<file path="src/rtl/hififo_ctrl_pkg.sv">
`default_nettype none
// ============================================================================
// Module   : hififo_ctrl_pkg
// Purpose  : Shared definitions for the HIFIFO control/status register block:
//            PIO register address map and the interrupt FSM state encoding.
// Ports    : none (package)
// Revision : 1.0 - initial release
// ============================================================================
package hififo_ctrl_pkg;

   localparam logic [10:0] ADDR_INT_STATUS     = 11'd0;
   localparam logic [10:0] ADDR_VERSION        = 11'd1;
   localparam logic [10:0] ADDR_INT_MASK       = 11'd2;
   localparam logic [10:0] ADDR_RESET_CTL      = 11'd3;
   localparam logic [10:0] ADDR_CH_STATUS_BASE = 11'd4;

   typedef enum logic [1:0] {
      IDLE    = 2'd0,
      REQ     = 2'd1,
      HOLDOFF = 2'd2
   } irq_state_t;

endpackage
`default_nettype wire

</file>
<file path="src/rtl/hififo_irq_gen.sv">
`default_nettype none
// ============================================================================
// Module   : hififo_irq_gen
// Purpose  : Interrupt coalescing. Masked edges (both directions) of the
//            channel interrupt levels accumulate in a pending register; a
//            request/acknowledge FSM with a hold-off timer turns any number
//            of accumulated events into a single irq_req.
// Ports    : clock, reset_n      - clock, async active-low reset
//            ch_interrupt [NCH]  - channel interrupt levels
//            int_mask     [NCH]  - current interrupt mask register
//            mask_wr, mask_wdata - mask being written this cycle
//            irq_ack             - core accepted the request
//            irq_req             - registered interrupt request
// Revision : 1.0 - initial release
// ============================================================================
module hififo_irq_gen
   import hififo_ctrl_pkg::*;
#(
   parameter int NCH            = 4,
   parameter int HOLDOFF_CYCLES = 64
) (
   input  logic           clock,
   input  logic           reset_n,
   input  logic [NCH-1:0] ch_interrupt,
   input  logic [NCH-1:0] int_mask,
   input  logic           mask_wr,
   input  logic [NCH-1:0] mask_wdata,
   input  logic           irq_ack,
   output logic           irq_req
);

   // Counter holds at most HOLDOFF_CYCLES-1
   localparam int HW = (HOLDOFF_CYCLES > 1) ? $clog2(HOLDOFF_CYCLES) : 1;

   irq_state_t     state;
   logic [HW-1:0]  holdoff_cnt;
   logic [NCH-1:0] int_prev;
   logic [NCH-1:0] pending;
   logic [NCH-1:0] ev;
   logic [NCH-1:0] pending_next;

   assign ev = int_mask & (ch_interrupt ^ int_prev);

   // Leaving IDLE consumes the pending set, but events arriving in that
   // same cycle must still be kept for the next request.
   always_comb begin
      pending_next = pending | ev;
      if (state == IDLE && pending != '0)
         pending_next = ev;
      if (mask_wr)
         pending_next = pending_next & mask_wdata;
   end

   always_ff @(posedge clock or negedge reset_n) begin
      if (!reset_n) begin
         state       <= IDLE;
         holdoff_cnt <= '0;
         int_prev    <= '0;
         pending     <= '0;
         irq_req     <= 1'b0;
      end else begin
         int_prev <= ch_interrupt;
         pending  <= pending_next;
         case (state)
            IDLE: begin
               if (pending != '0) begin
                  state   <= REQ;
                  irq_req <= 1'b1;
               end
            end
            REQ: begin
               if (irq_ack) begin
                  state       <= HOLDOFF;
                  irq_req     <= 1'b0;
                  holdoff_cnt <= HW'(HOLDOFF_CYCLES - 1);
               end
            end
            HOLDOFF: begin
               if (holdoff_cnt == '0)
                  state <= IDLE;
               else
                  holdoff_cnt <= holdoff_cnt - HW'(1);
            end
            default: begin
               state   <= IDLE;
               irq_req <= 1'b0;
            end
         endcase
      end
   end

endmodule
`default_nettype wire

</file>
<file path="src/rtl/hififo_ctrl_regs.sv">
`default_nettype none
// ============================================================================
// Module   : hififo_ctrl_regs
// Purpose  : Control/status registers and interrupt block for NCH HIFIFO
//            channels: PIO register decode, read completions, read-to-clear
//            interrupt status, interrupt coalescing (hififo_irq_gen) and
//            minimum-width stretching of the channel reset lines.
// Ports    : clock, reset_n            - clock, async active-low reset
//            pio_wvalid/pio_rvalid     - PIO write / read strobes
//            pio_addr, pio_wdata       - dword index, write data ([31:0])
//            rc_done, rc_data          - read completion (1 cycle later)
//            ch_interrupt, ch_status   - per-channel inputs
//            ch_reset                  - per-channel FIFO reset
//            irq_req, irq_ack          - interrupt handshake to core
// Revision : 1.0 - initial release
// ============================================================================
module hififo_ctrl_regs
   import hififo_ctrl_pkg::*;
#(
   parameter int          NCH            = 4,
   parameter logic [31:0] VERSION        = 32'h0000_0102,
   parameter int          HOLDOFF_CYCLES = 64,
   parameter int          RESET_CYCLES   = 16
) (
   input  logic              clock,
   input  logic              reset_n,
   input  logic              pio_wvalid,
   input  logic              pio_rvalid,
   input  logic [10:0]       pio_addr,
   input  logic [63:0]       pio_wdata,
   output logic              rc_done,
   output logic [31:0]       rc_data,
   input  logic [NCH-1:0]    ch_interrupt,
   input  logic [32*NCH-1:0] ch_status,
   output logic [NCH-1:0]    ch_reset,
   output logic              irq_req,
   input  logic              irq_ack
);

   localparam int RW = $clog2(RESET_CYCLES + 1);

   logic [NCH-1:0] int_status;
   logic [NCH-1:0] int_mask;
   logic [NCH-1:0] reset_ctl;
   logic [31:0]    rd_value;
   logic           wr_mask;
   logic           wr_reset;
   logic           rd_clear;
   logic           unused_wdata;

   assign wr_mask      = pio_wvalid && (pio_addr == ADDR_INT_MASK);
   assign wr_reset     = pio_wvalid && (pio_addr == ADDR_RESET_CTL);
   assign rd_clear     = pio_rvalid && (pio_addr == ADDR_INT_STATUS);
   assign unused_wdata = ^pio_wdata[63:NCH];

   // Read mux sees register values before any same-cycle write lands.
   always_comb begin
      rd_value = '0;
      if (pio_addr == ADDR_INT_STATUS)
         rd_value[NCH-1:0] = int_status;
      else if (pio_addr == ADDR_VERSION)
         rd_value = VERSION;
      else if (pio_addr == ADDR_INT_MASK)
         rd_value[NCH-1:0] = int_mask;
      else if (pio_addr == ADDR_RESET_CTL)
         rd_value[NCH-1:0] = reset_ctl;
      else begin
         for (int k = 0; k < NCH; k++)
            if (pio_addr == ADDR_CH_STATUS_BASE + 11'(k))
               rd_value = ch_status[32*k +: 32];
      end
   end

   always_ff @(posedge clock or negedge reset_n) begin
      if (!reset_n) begin
         rc_done    <= 1'b0;
         rc_data    <= '0;
         int_status <= '0;
         int_mask   <= '0;
         reset_ctl  <= '1;
      end else begin
         rc_done <= pio_rvalid;
         if (pio_rvalid)
            rc_data <= rd_value;
         // A level rising in the clearing cycle is kept.
         int_status <= (rd_clear ? '0 : int_status) | ch_interrupt;
         if (wr_mask)
            int_mask <= pio_wdata[NCH-1:0];
         if (wr_reset)
            reset_ctl <= pio_wdata[NCH-1:0];
      end
   end

   // Writing 1 starts a minimum-width window; the line stays high until
   // both the control bit is cleared and the window has expired.
   generate
      for (genvar k = 0; k < NCH; k++) begin : g_stretch
         logic [RW-1:0] stretch_cnt;
         always_ff @(posedge clock or negedge reset_n) begin
            if (!reset_n)
               stretch_cnt <= '0;
            else if (wr_reset && pio_wdata[k])
               stretch_cnt <= RW'(RESET_CYCLES);
            else if (stretch_cnt != '0)
               stretch_cnt <= stretch_cnt - RW'(1);
         end
         assign ch_reset[k] = reset_ctl[k] | (stretch_cnt != '0);
      end
   endgenerate

   hififo_irq_gen #(
      .NCH            (NCH),
      .HOLDOFF_CYCLES (HOLDOFF_CYCLES)
   ) u_irq_gen (
      .clock        (clock),
      .reset_n      (reset_n),
      .ch_interrupt (ch_interrupt),
      .int_mask     (int_mask),
      .mask_wr      (wr_mask),
      .mask_wdata   (pio_wdata[NCH-1:0]),
      .irq_ack      (irq_ack),
      .irq_req      (irq_req)
   );

endmodule
`default_nettype wire

</file>
<file path="config.mk">
export PLATFORM = sky130hd
export DESIGN_NAME = hififo_ctrl_regs
export DESIGN_NICKNAME = d
export VERILOG_FILES = /design/src/rtl/hififo_ctrl_pkg.sv /design/src/rtl/hififo_irq_gen.sv /design/src/rtl/hififo_ctrl_regs.sv
export SDC_FILE = /design/constraint.sdc
export NUM_CORES = 1
export LEC_CHECK = 0
export CAP_MARGIN = 20
export CORE_ASPECT_RATIO = 1.1
export CORE_MARGIN = 2
export CORE_UTILIZATION = 42
export CTS_BUF_LIST = sky130_fd_sc_hd__clkbuf_4 sky130_fd_sc_hd__clkbuf_8
export CTS_CLUSTER_SIZE = 16
export DETAILED_ROUTE_END_ITERATION = 16
export DONT_BUFFER_PORTS = 1
export SYNTH_ARGS = -nofsm -noshare
export SYNTH_HDL_FRONTEND = slang
export SYNTH_SLANG_ARGS = --single-unit
</file>
<file path="constraint.sdc">
create_clock -name clock -period 1.9 [get_ports clock]
set_input_delay 0.285 -clock clock [delete_from_list [all_inputs] [get_ports clock]]
set_output_delay 0.285 -clock clock [all_outputs]
set_load 0.03 [all_outputs]
</file>
After elaboration in Yosys (flattened, before gate mapping):

Index checks and enable logic that the tools add are counted.

* bits in latches: 0
* input bits: 212
* memories kept: 0
* RAM bits: 0
* flip-flop bits (word level): 82
* ROM bits: 0

* muxes and demuxes: 32
* divide/modulo/power cells: 0
* reductions and logical operators: 24
* multiply operators: 0
* bitwise gates (word level): 10
* add/sub/neg operators: 5
* eq/ne operators: 13
* shift operators: 0
* $lt $le $gt $ge: 0

Operator list (number)
* $mux W32: 5
* $mux W28: 3
* $eq A11 B3 Y1 const B: 4
* $mux W5: 8
* $mux W4: 6
* $eq A11 B2 Y1 const B: 2
* $reduce_bool A5 Y1: 4
* $sub A5 B1 Y5 const B: 4
* $mux W6: 2
* $pmux W6 S2: 1
* $eq A11 B1 Y1 const B: 1
* $logic_not A11 Y1: 1
* $reduce_bool A2 Y1: 5
* $reduce_and A3 Y1: 3
* $and A4 B4 Y4: 2
* $logic_and A1 B1 Y1: 8
* $or A4 B4 Y4: 2
* $logic_not A6 Y1: 1
* $mux W2: 3
* $ne A2 B2 Y1 const B: 3
* $pmux W2 S3: 1
* $sub A6 B1 Y6 const B: 1
* $or A1 B1 Y1: 4
* $reduce_bool A4 Y1: 1
* other kinds (8): 9

Depth between registers and ports, before layout:

Gate-level depths: netlist (run 1).

* depth in word-level cells: 9
* depth in mapped cells: 7
* depth with buffers taken out: 6

Hierarchy:

A second synthesis (run 1) with hierarchy kept.

* cell total of the unflattened synthesis: 481
* area, all modules: 4817.1 um^2

Modules (own cells, without submodules)
* hififo_ctrl_regs: times used 1, cells each 409, area an instance 4022.6 um^2
* hififo_irq_gen: times used 1, cells each 72, area an instance 794.5 um^2

Worst setup path after synthesis (run 1):

No wires, ideal clock.

* path kind: input port to flip-flop
* start point: in pio_addr[5]
* end point: reg int_status[0]
* arrival: 2031 ps
* stages: 6
* data required time: 1782 ps
* setup slack: -250 ps
* buffers on the path: 2
* path through: or4_1 > buf_2 > or3_4 > or4_4 > buf_6 > a21o_1

* word-level cells in the longest chain between the ends: 4

Ends and longest elaborated chain
* start: declaration: RTL line hififo_ctrl_regs.sv:29 `input logic [10:0] pio_addr,`
* $logic_not A11 Y1: RTL line hififo_ctrl_regs.sv:53 `assign rd_clear = pio_rvalid && (pio_addr == ADDR_INT_STATUS);`
* $logic_and A1 B1 Y1: RTL line hififo_ctrl_regs.sv:53
* $mux W4: RTL line hififo_ctrl_regs.sv:86 `int_status <= (rd_clear ? '0 : int_status) | ch_interrupt;`
* $or A4 B4 Y4: RTL line hififo_ctrl_regs.sv:86
* end signal: assignment: RTL line hififo_ctrl_regs.sv:86
* end: declaration: RTL line hififo_ctrl_regs.sv:42 `logic [NCH-1:0] int_status;`

Every way passes these cells.
A chain may end at the register's enable or synchronous reset.

Worst setup path after layout (run 1):

* start point: reg g_stretch[3].stretch_cnt[0]
* end point: out ch_reset[3]

* word-level cells in the longest chain between the ends: 2

Ends and longest elaborated chain
* start: declaration: RTL line hififo_ctrl_regs.sv:98 `logic [RW-1:0] stretch_cnt;`
* start signal: assignment: RTL line hififo_ctrl_regs.sv:103 `stretch_cnt <= RW'(RESET_CYCLES);`
* start signal: assignment: RTL line hififo_ctrl_regs.sv:105 `stretch_cnt <= stretch_cnt - RW'(1);`
* $reduce_bool A5 Y1: RTL line hififo_ctrl_regs.sv:107 `assign ch_reset[k] = reset_ctl[k] | (stretch_cnt != '0);`
* $or A1 B1 Y1: RTL line hififo_ctrl_regs.sv:107
* end: declaration: RTL line hififo_ctrl_regs.sv:35 `output logic [NCH-1:0] ch_reset,`

Every way passes these cells.

==> results of run 1 <==
kinds of logic (layout without fill, tap and decap cells):
family	after synthesis	count (layout)	synth area share (%)
AND/OR/NAND/NOR	111	111	12.3
XOR/XNOR	14	14	2.66
multiplexers	42	42	9.57
AO/OA/AOI/OAI	160	160	21.0
other	0	1	0
adder cells (fa/ha/maj)	9	9	2.44
buffers and inverters	83	96	7.43
flip-flops	82	82	44.6
cells in the mapped netlist (all sizes together) (2+ instances only):
cell	n
a21oi	13
a21o	7
nand2b	7
nor3	13
o221ai	5
ha	9
nor2	37
or2	3
xor2	4
nand3b	3
xnor2	10
a211o	3
nor2b	2
dfstp	4
buf	11
dfrtp	78
nor4	2
or3	3
mux2i	34
o211ai	33
and2	4
inv	52
or4	5
nand2	22
clkbuf	20
a32oi	2
o21ai	89
nor4b	5
nor3b	3
a22oi	4
mux2	7
sequential cells by signal, summed over array words and instances, names as in the netlist, 2 cells and up:
name	count
g_stretch.stretch_cnt	20
u_irq_gen.state	2
u_irq_gen.int_prev	4
int_status	4
u_irq_gen.pending	4
rc_data	32
int_mask	4
reset_ctl	4
u_irq_gen.holdoff_cnt	6
area by class of cell:
type	count	area, µm²	share of cell area, %
Multi-Input combinational cell	336	2330	44.3
Sequential cell	82	2060	39.0
Timing Repair Buffer	28	253	4.80
Inverter	52	195	3.70
Tap cell	147	184	3.49
Clock buffer	10	131	2.49
Clock inverter	6	113	2.14
Antenna cell	1	2.50	0.0475
power by group:
part           total [mW]  internal (mW)  switching (mW)  leakage [nW]
sequential           2.38           2.03           0.345          1.03
combinational        1.43          0.740           0.692          1.07
clock                1.57          0.896           0.676         0.125
path summary, 6_finish.rpt:
check | from | slack (ns) | end
worst max-delay path | g_stretch[3].stretch_cnt[0] | 0.08 | ch_reset[3]
worst min-delay path | reset_n | -0.39 | u_irq_gen.pending[0]
worst max register to register | u_irq_gen.holdoff_cnt[0] | 0.35 | u_irq_gen.holdoff_cnt[4]
worst min register to register | u_irq_gen.holdoff_cnt[5] | 0.49 | u_irq_gen.holdoff_cnt[5]
max in group asynchronous | reset_n | 2.09 | reset_ctl[2]
min in group clock | pio_rvalid | 0.02 | rc_data[21]
layer usage:
| layer | track usage [%] | up-vias | routed length, µm |
|---|---|---|---|
| met5 | 0 | - | 0 |
| met4 | 5.86 | 0 | 138 |
| met3 | 8.11 | 10 | 1190 |
| met2 | 35.3 | 139 | 5920 |
| met1 | 27.1 | 1743 | 5460 |
| li1 | - | 1774 | - |
worst max-delay path, delay by kind of cell (launching register included):
kind                       cells  cell delay (ns)
DFF                            1             0.38
and+or+nand+nor                2             0.32
buffers and inverters          2             0.28
adders and majority gates      1             0.21
placed cells by master, fill, tap and decap left out, types with 3 or more instances in the layout:
| cell | instances |
|---|---|
| a21o_1 | 7 |
| a21oi_1 | 13 |
| a22oi_1 | 4 |
| and2_1 | 4 |
| buf_4 | 19 |
| bufinv_16 | 3 |
| clkbuf_8 | 9 |
| dfrtp_1 | 78 |
| dfstp_2 | 4 |
| dlygate4sd3_1 | 7 |
| ha_1 | 5 |
| ha_4 | 3 |
| inv_1 | 49 |
| inv_2 | 3 |
| mux2_2 | 7 |
| mux2i_1 | 34 |
| nand2_1 | 22 |
| nand2b_1 | 7 |
| nand3b_1 | 3 |
| nor2_1 | 37 |
| nor3_1 | 12 |
| nor3b_1 | 3 |
| nor4b_4 | 4 |
| o211ai_1 | 33 |
| o21ai_0 | 63 |
| o21ai_1 | 26 |
| o221ai_1 | 4 |
| or4_4 | 3 |
| xnor2_1 | 10 |
| xor2_1 | 4 |
repair_timing:
action | CTS | global route
endpoints found under the hold margin | 95 | 82
resized for setup | 5 | 14
setup endpoints to repair | 4 | 5
pin swaps | 0 | 1
buffers inserted | 0 | 2
through the flow:
| step | instance area, µm² | TNS (ns) | hold WS, ns | setup slack, ns |
|---|---|---|---|---|
| floorplan | 4660 | -5.83 | -0.0106 | -0.242 |
| global placement | 4830 | -9.63 | -0.00890 | -0.273 |
| detailed placement | 4830 | -9.92 | -0.00890 | -0.269 |
| CTS | 5180 | 0 | -0.407 | 0.00922 |
| global route | 5270 | -0.00916 | -0.413 | -0.00916 |
| finish | 5270 | 0 | -0.387 | 0.0773 |
==> impl_results.md, run 1 <==
* Outcome: finished, violations left
* Failing checks: hold timing
* Hold-fix buffers, CTS at 7
* Slew HR at 71.5%
* Clk buf depth at 2
* Area grow syn2layout at 14.2%
* Layout cell share with drive strength beyond 1 at 13.8%
* WHS at -0.387 ns
* Avg Cell Area, Syn at 9.21 µm²
* Synthesized netlist cell count at 501
* Worst hold path class: input port to async pin
* Worst Skew at 0.0109 ns
* Boundary Pins at 250
* DR vias at 3666
* Max-slew violations at 0
* # port buffers at 0
* Root Buffer: clkbuf_8
* Worst EP arrival at 1.54 ns
* Max-Cap Viols at 0
* Inst Count DP at roughly 640
* Final min period at 1.82 ns
* Wire per inst at about 19 µm
* Routability cong. at 0.786
* Grt total ovfl at 0
* Initial Util at 42.7%
* Cell variety after synth at 47
* Number of synthesized flops with an enable pin at 0
* CTS tree: yes
* Peak VDD IR at slightly below 0.5 mV
* Syn nets at around 720
* Startpoint types: flip-flop
* Critical path endpoint category: output pin
* Worst path required time at 1.62 ns
* Worst-Skew Late Latency at ~0.36 ns
* Worst-margin pin slew at 0.427 ns
* Global-route wire length before repair at approximately 20 mm
* PD cells at just over 1000 nW/µm²
* Mapped Area at 4610 µm²
* Total power at 5.38 mW
* Setup-failing EPs final at 0
* Drt drc at 0
* Total core area at 10800 µm²
* Number of antenna violations at the first check in global routing at 1
* Warnings, synthesis at 0
* ANT nets after route at 0
* Std-Cell Rows at 40
* Async set or reset register ratio after synthesis at 100%
* Worst r2r path cells at 6
* Nets at 730
* Chip width at about 100 µm
* CTS H-tree depth at 3
* Peak Freq at 0.549 GHz
* Drt total wl at approximately 13 mm
* Fin. Hold Viols at 82
* DRT iter0 DRCs at between 150 and 200
* Tot GR Track Use at 21.6%
* Worst-path clk slew at 0.09 ns
* Post-DP HPWL at 9.29 mm
* Non-Filler Instances at 662
* DR pass1 iterations at 4
* Area contributors post-synth: dfrtp_1 (42%), o21ai_0 (9.7%), mux2i_1 (7.4%)
* FILL cells at 1058
* Critical Path, Cell by Cell: inv_1, ha_2, nor4b_4, nand2b_1, buf_4
* Critical path class: flip-flop to output pin
* Num Clock Sinks at 82
* Yosys top cell area share at 42.3%
* Max FO, Critical Path at 3
* Vias in the first global route at roughly 3.7k
* Ys flop type: dfrtp_1
* Largest net degree at the start of global routing at 83
* Sequential element share of the synthesized area at 44.6%
* Vias/cell at 5.54
* Die height at 114 µm
* Yosys top cell by area: dfrtp_1
* Tcrit/Tclk final at 95.9%
* Synth Register Bits at 82
* CP max stage cell: dfrtp_1
* Fin util at slightly below 50%
* Die ar. at 11800 µm²
* Leak pwr at 2.23 nW
* Max incr delay on CP at 0.38 ns
* Clock buffer count from CTS at 9
(Power assumes the default switching activity.)
==> run 2, diff against run 1 <==
SKIP_LAST_GASP = 1   (was default)
clock period = 2.3 ns   (was 1.9 ns; I/O delays follow)
==> run 2 against run 1 <==
The flow now finishes without violations. Sequential power is 20% lower. Cell area down 3.6%. Wire length shrank 2.6%. Power shrank 26%. Die area stayed put. First-iteration DRC count is 25% lower. Largest power group unchanged.
==> impl_results.md, run 2 (same netlist as run 1, synthesis figures left out) <==
* Startpoint types: flip-flop
* Die height at 114 µm (unchanged)
* Drt drc at 0 (unchanged)
* CTS H-tree depth at 3 (unchanged)
* Placed cell areas at 4810 µm² (-0.47%)
* Worst-path clk slew at 0.09 ns (about the same)
* Max-Cap Viols at 0 (unchanged)
* Clock buffer count from CTS at 9 (unchanged)
* Peak VDD IR at 0.256 mV (-48%)
* Final min period at 2.13 ns
* CTS tree: yes
* Boundary Pins at 250 (unchanged)
* Initial Util at 42.7% (unchanged)
* Non-Filler Instances at 657 (-0.76%)
* Post-DP HPWL at 9.22 mm (-0.76%)
* Diodes inserted at 0 (-1)
* Setup TNS Final at 0 ns (unchanged)
* Worst-Skew Late Latency at 0.36 ns (about the same)
* Max incr delay on CP at 0.42 ns (+0.04 ns)
* CP top delay family: simple AND/OR/NAND/NOR gates
* PD cells at 780 nW/µm² (-24%)
* Max-slew violations at 0 (unchanged)
* Setup WS pre-CTS at -0.0161 ns (+0.253 ns)
* Chip width at 104 µm (unchanged)
* Leak pwr at 2.17 nW (-2.8%)
* ANT nets after route at 0 (unchanged)
* Worst path required time at 1.96 ns (+0.34 ns)
* Drt total wl at 12.4 mm (-2.6%)
* Vias in the first global route at 3560 (-3.0%)
* Slew HR at 67.6% (-3.9 points)
* Std-Cell Rows at 40 (unchanged)
* Most frequent cells in the layout: o21ai_0 (89), dfrtp_1 (78), inv_1 (52)
* Area grow syn2layout at 10.1%
* Tcrit/Tclk final at 92.7%
* Routability cong. at 0.802 (+2.0%)
* CP max stage cell: nor4b_1
* Die ar. at 11800 µm² (unchanged)
* Number of antenna violations at the first check in global routing at 0 (-1)
* Max FO, Critical Path at 3 (unchanged)
* Worst-margin pin slew at 0.480 ns (+0.0533 ns)
* DRT iter0 DRCs at 141 (-25%)
* Clk buf depth at 2 (unchanged)
* Tot GR Track Use at 21.1% (-0.51 points)
* FILL cells at 1052 (-0.57%)
* Peak Freq at 0.469 GHz
* Outcome: finished, final reports clean
* Num Clock Sinks at 82 (unchanged)
* Critical Path, Cell by Cell: inv_1, ha_1, nor4b_1, nand2_1, buf_4
* Unrepaired setup endpoints after global routing: no
* Worst EP arrival at 1.79 ns (+0.25 ns)
* Critical path endpoint category: output pin
* Worst Skew at 0.00969 ns (-0.00120 ns)
* Post-CTS setup buffers at 0 (unchanged)
* Fin worst setup slack at 0.169 ns (+0.0912 ns)
* Max reg flops at 32 (unchanged)
* Wire per inst at 18.8 µm (-1.8%)
* Root Buffer: clkbuf_8
* Fin. Hold Viols at 0 (-100%)
* Worst hold path class: input port to flip-flop
* Global-route wire length before repair at 19.1 mm (-2.7%)
* Largest Register: rc_data
* Post-route cell area at 5080 µm² (-3.6%)
* Total power at 3.96 mW (-26%)
* PostCTS Resize Cnt at 0 (-5)
* Nets at 726 (-0.55%)
* Setup-failing EPs final at 0 (unchanged)
* Critical path class: flip-flop to output pin
* Layout cell share with drive strength beyond 1 at 10.6% (-3.2 points)
* DR pass1 iterations at 4 (unchanged)
* Vias/cell at 5.66 (+2.2%)
* Worst Path Buf+Inv at 2 (unchanged)
* DR vias at 3718 (+1.4%)
* Largest net degree at the start of global routing at 83 (unchanged)
* Total core area at 10800 µm² (unchanged)
* Hold-fix buffers, CTS at 7 (unchanged)
* Fin util at 47.0% (-1.8 points)
* WHS at 0.0640 ns (+0.451 ns)
* Grt total ovfl at 0 (unchanged)
* # port buffers at 0 (unchanged)
* Most common cell after layout, fill and taps aside: o21ai_0
* Inst Count DP at 634 (-0.31%)
* Largest regs: rc_data x32, g_stretch.stretch_cnt x20, u_irq_gen.holdoff_cnt x6
## run 2: worst paths after layout
path	endpoint	startpoint	cells after the start	slack, ns
setup / recovery	ch_reset[1]	g_stretch[1].stretch_cnt[0]	5	0.17
hold reg to reg	u_irq_gen.holdoff_cnt[5]	u_irq_gen.holdoff_cnt[5]	1	0.49
hold / removal	int_status[2]	ch_interrupt[2]	1	0.06
setup reg to reg	g_stretch[1].stretch_cnt[1]	g_stretch[1].stretch_cnt[0]	7	0.66
min in group asynchronous	u_irq_gen.holdoff_cnt[3]	reset_n	2	0.54
max in group asynchronous	reset_ctl[0]	reset_n	2	1.38
## run 2: layout make-up
type                    count  area (µm²)  share of cell area [%]
clock buffers              11         145                    2.86
inverters                  52         195                    3.84
clock inverters             5        37.5                   0.739
flip-flops and latches     82        2060                    40.5
repair buffers             24         240                    4.73
well taps                 147         184                    3.62
multi-input cells         336        2220                    43.7
## run 2: where the power goes
group / internal [mW] / switching (mW) / total (mW)
registers: 1.68 / 0.221 / 1.90
clock network: 0.440 / 0.554 / 0.994
logic: 0.520 / 0.549 / 1.07
total: 2.64 / 1.32 / 3.96
## run 2: layer usage
metal	wire length (µm)	GRT usage (%)	vias up
li1	-	-	1770
met1	5380	27.5	1788
met2	5680	33.4	151
met3	1180	7.66	9
met4	145	5.95	0
met5	0	0	-
## run 2: worst reg2reg max path, stage by stage, from the launching register on
cell and delay [ns]:
dfrtp_1 0.39, inv_1 0.11, ha_1 0.20, nor4b_1 0.42, buf_4 0.22, nor2_1 0.04, a21oi_1 0.10, nor2_1 0.05
==> run 3, diff against run 2 <==
CELL_PAD_IN_SITES_DETAIL_PLACEMENT = 2   (was default)
CELL_PAD_IN_SITES_GLOBAL_PLACEMENT = 2   (was default)
CORE_UTILIZATION = 39   (was 42)
PLACE_DENSITY_LB_ADDON = 0.1   (was default)
SKIP_LAST_GASP = default   (was 1)
==> run 3 against run 2 <==
Cell area increased by 0.39%. Utilization decreased by 2.6 points. Power increased by 4.8%. Clock power increased by 12%. Clock-buffer cell count increased by 1. Combinational power increased by 6%. Largest power group unchanged. Setup slack improved by 0.029 ns. Maximum frequency increased by 1.4%. First-iteration DRC count decreased by 31%.
==> impl_results.md, run 3 (same netlist as run 1, synthesis figures left out) <==
* Most frequent cells in the layout: o21ai_0 (89), dfrtp_1 (78), inv_1 (52)
* Routability cong. at 0.832 (+3.8%)
* Largest Register: rc_data
* Slew HR at 65.2% (-2.4 points)
* Max reg flops at 32 (unchanged)
* Grt met1 use at 27.7% (+0.21 points)
* Diodes inserted at 0 (unchanged)
* Worst Skew at 0.00716 ns (-0.00253 ns)
* Tcrit/Tclk final at 91.4% (-1.3 points)
* Vias/cell at 5.71 (+0.95%)
* Die height at 118 µm (+3.6%)
* Num Clock Sinks at 82 (unchanged)
* PD cells at 815 nW/µm² (+4.4%)
* Tot GR Track Use at 22.5% (+1.4 points)
* Post-route cell area at 5100 µm² (+0.39%)
* Startpoint types: flip-flop
* Max-Cap Viols at 0 (unchanged)
* Layout cell share with drive strength beyond 1 at 11.2% (+0.57 points)
* Worst hold path class: input port to flip-flop
* Met2 Use GR at 37.9% (+4.6 points)
* DR vias at 3776 (+1.6%)
* DR pass1 iterations at 4 (unchanged)
* Final min period at 2.10 ns (-0.0288 ns)
* FILL cells at 1267 (+20%)
* Outcome: finished, final reports clean
* Number of antenna violations at the first check in global routing at 0 (unchanged)
* Inst Count DP at 638 (+0.63%)
* Worst-path clk slew at 0.09 ns (about the same)
* Leak pwr at 2.18 nW (+0.56%)
* Vias in the first global route at 4198 (+18%)
* Chip width at 108 µm (+3.6%)
* Largest regs: rc_data x32, g_stretch.stretch_cnt x20, u_irq_gen.holdoff_cnt x6
* Met3 Use GR at 6.09% (-1.6 points)
* Initial Util at 40.2% (-2.5 points)
* ANT nets after route at 0 (unchanged)
* Setup-failing EPs final at 0 (unchanged)
* Reg2Reg Setup Slack at 0.64 ns (-0.02 ns)
* Peak Freq at 0.476 GHz (+1.4%)
* Peak VDD IR at 0.325 mV (+27%)
* Most common cell after layout, fill and taps aside: o21ai_0
* Clk buf depth at 2 (unchanged)
* Setup TNS Final at 0 ns (unchanged)
* Post-CTS setup buffers at 0 (unchanged)
* Critical path endpoint category: output pin
* Max incr delay on CP at 0.38 ns (-0.04 ns)
* Wire per inst at 21.1 µm (+12%)
* Fin util at 44.4% (-2.6 points)
* Worst EP arrival at 1.76 ns (-0.03 ns)
* Max FO, Critical Path at 5 (+2)
* Worst-Skew Late Latency at 0.36 ns (about the same)
* Nets at 727 (+0.14%)
* Root Buffer: clkbuf_8
* Std-Cell Rows at 41 (+2.5%)
* Worst Path Buf+Inv at 3 (+1)
* # port buffers at 0 (unchanged)
* Unrepaired setup endpoints after global routing: no
* Cell mode on critical path: buf_4
* Area grow syn2layout at 10.5%
* Fin. Hold Viols at 0 (unchanged)
* CTS H-tree depth at 3 (unchanged)
* Drt drc at 0 (unchanged)
* Drt total wl at 14.0 mm (+13%)
* Non-Filler Instances at 661 (+0.61%)
* Grt total ovfl at 0 (unchanged)
* Global-route wire length before repair at 22.2 mm (+16%)
* CTS tree: yes
* CP top delay family: buffers and inverters
* Max-slew violations at 0 (unchanged)
* CP max stage cell: dfrtp_1
* Die ar. at 12700 µm² (+7.4%)
* DRT iter0 DRCs at 97 (-31%)
* Largest net degree at the start of global routing at 83 (unchanged)
* Critical Path, Cell by Cell: inv_1, ha_1, nor4b_2, buf_4, nand2_1, buf_4
* Most Used Layer, Global Route: met2
* Boundary Pins at 250 (unchanged)
* Worst-margin pin slew at 0.517 ns (+0.0375 ns)
* Placed cell areas at 4800 µm² (-0.29%)
* Worst path required time at 1.96 ns (about the same)
* Total core area at 11500 µm² (+6.3%)
* Post-DP HPWL at 10.3 mm (+12%)
* Clock buffer count from CTS at 9 (unchanged)
* Critical path class: flip-flop to output pin
## run 3: what timing repair did
item | 4_1_cts | 5_1_grt
hold buffers | 7 | 0
hold endpoints to repair | 87 | 0
setup endpoints to repair | 0 | 2
gates resized for setup | 0 | 2
## run 3: metal layers
layer	routed length (µm)	share of wire [%]
met1	5670	41
met2	7050	51
met3	1020	7.3
met4	217	1.6
met5	0	0
## run 3: final cells by class
type,count,area [µm²],share of cell area (%)
Clock buffer,12,153,2.99
Inverter,52,195,3.83
Sequential cell,82,2060,40.3
Clock inverter,4,51.3,1.01
Timing Repair Buffer,25,223,4.37
Multi-Input combinational cell,336,2230,43.8
Tap cell,150,188,3.68
## run 3: power breakdown
| group | internal, mW | switching, mW | total [mW] | leakage [nW] |
|---|---|---|---|---|
| combinational | 0.529 | 0.597 | 1.13 | 1.04 |
| clock | 0.557 | 0.550 | 1.11 | 0.103 |
| sequential | 1.68 | 0.242 | 1.92 | 1.03 |
## run 3: path summary, 6_finish.rpt
kind | cells past startpoint | startpoint | end
worst max-delay path | 6 | g_stretch[1].stretch_cnt[0] | ch_reset[1]
worst min-delay path | 1 | ch_interrupt[2] | int_status[2]
worst max register to register | 6 | u_irq_gen.holdoff_cnt[0] | u_irq_gen.holdoff_cnt[4]
worst min register to register | 1 | int_status[3] | int_status[3]
max in group asynchronous | 2 | reset_n | reset_ctl[2]
min in group asynchronous | 2 | reset_n | g_stretch[3].stretch_cnt[3]
## run 3: per-stage QoR
| step | hold slack, ns | worst slack (ns) | total power [mW] |
|---|---|---|---|
| floorplan | 0.0494 | 0.0905 | 2.76 |
| global placement | 0.0521 | -0.0766 | 2.90 |
| detailed placement | 0.0513 | -0.106 | 3.03 |
| CTS | 0.0472 | 0.123 | 4.21 |
| global route | 0.0512 | 0.0159 | 4.45 |
| finish | 0.0692 | 0.197 | 4.16 |
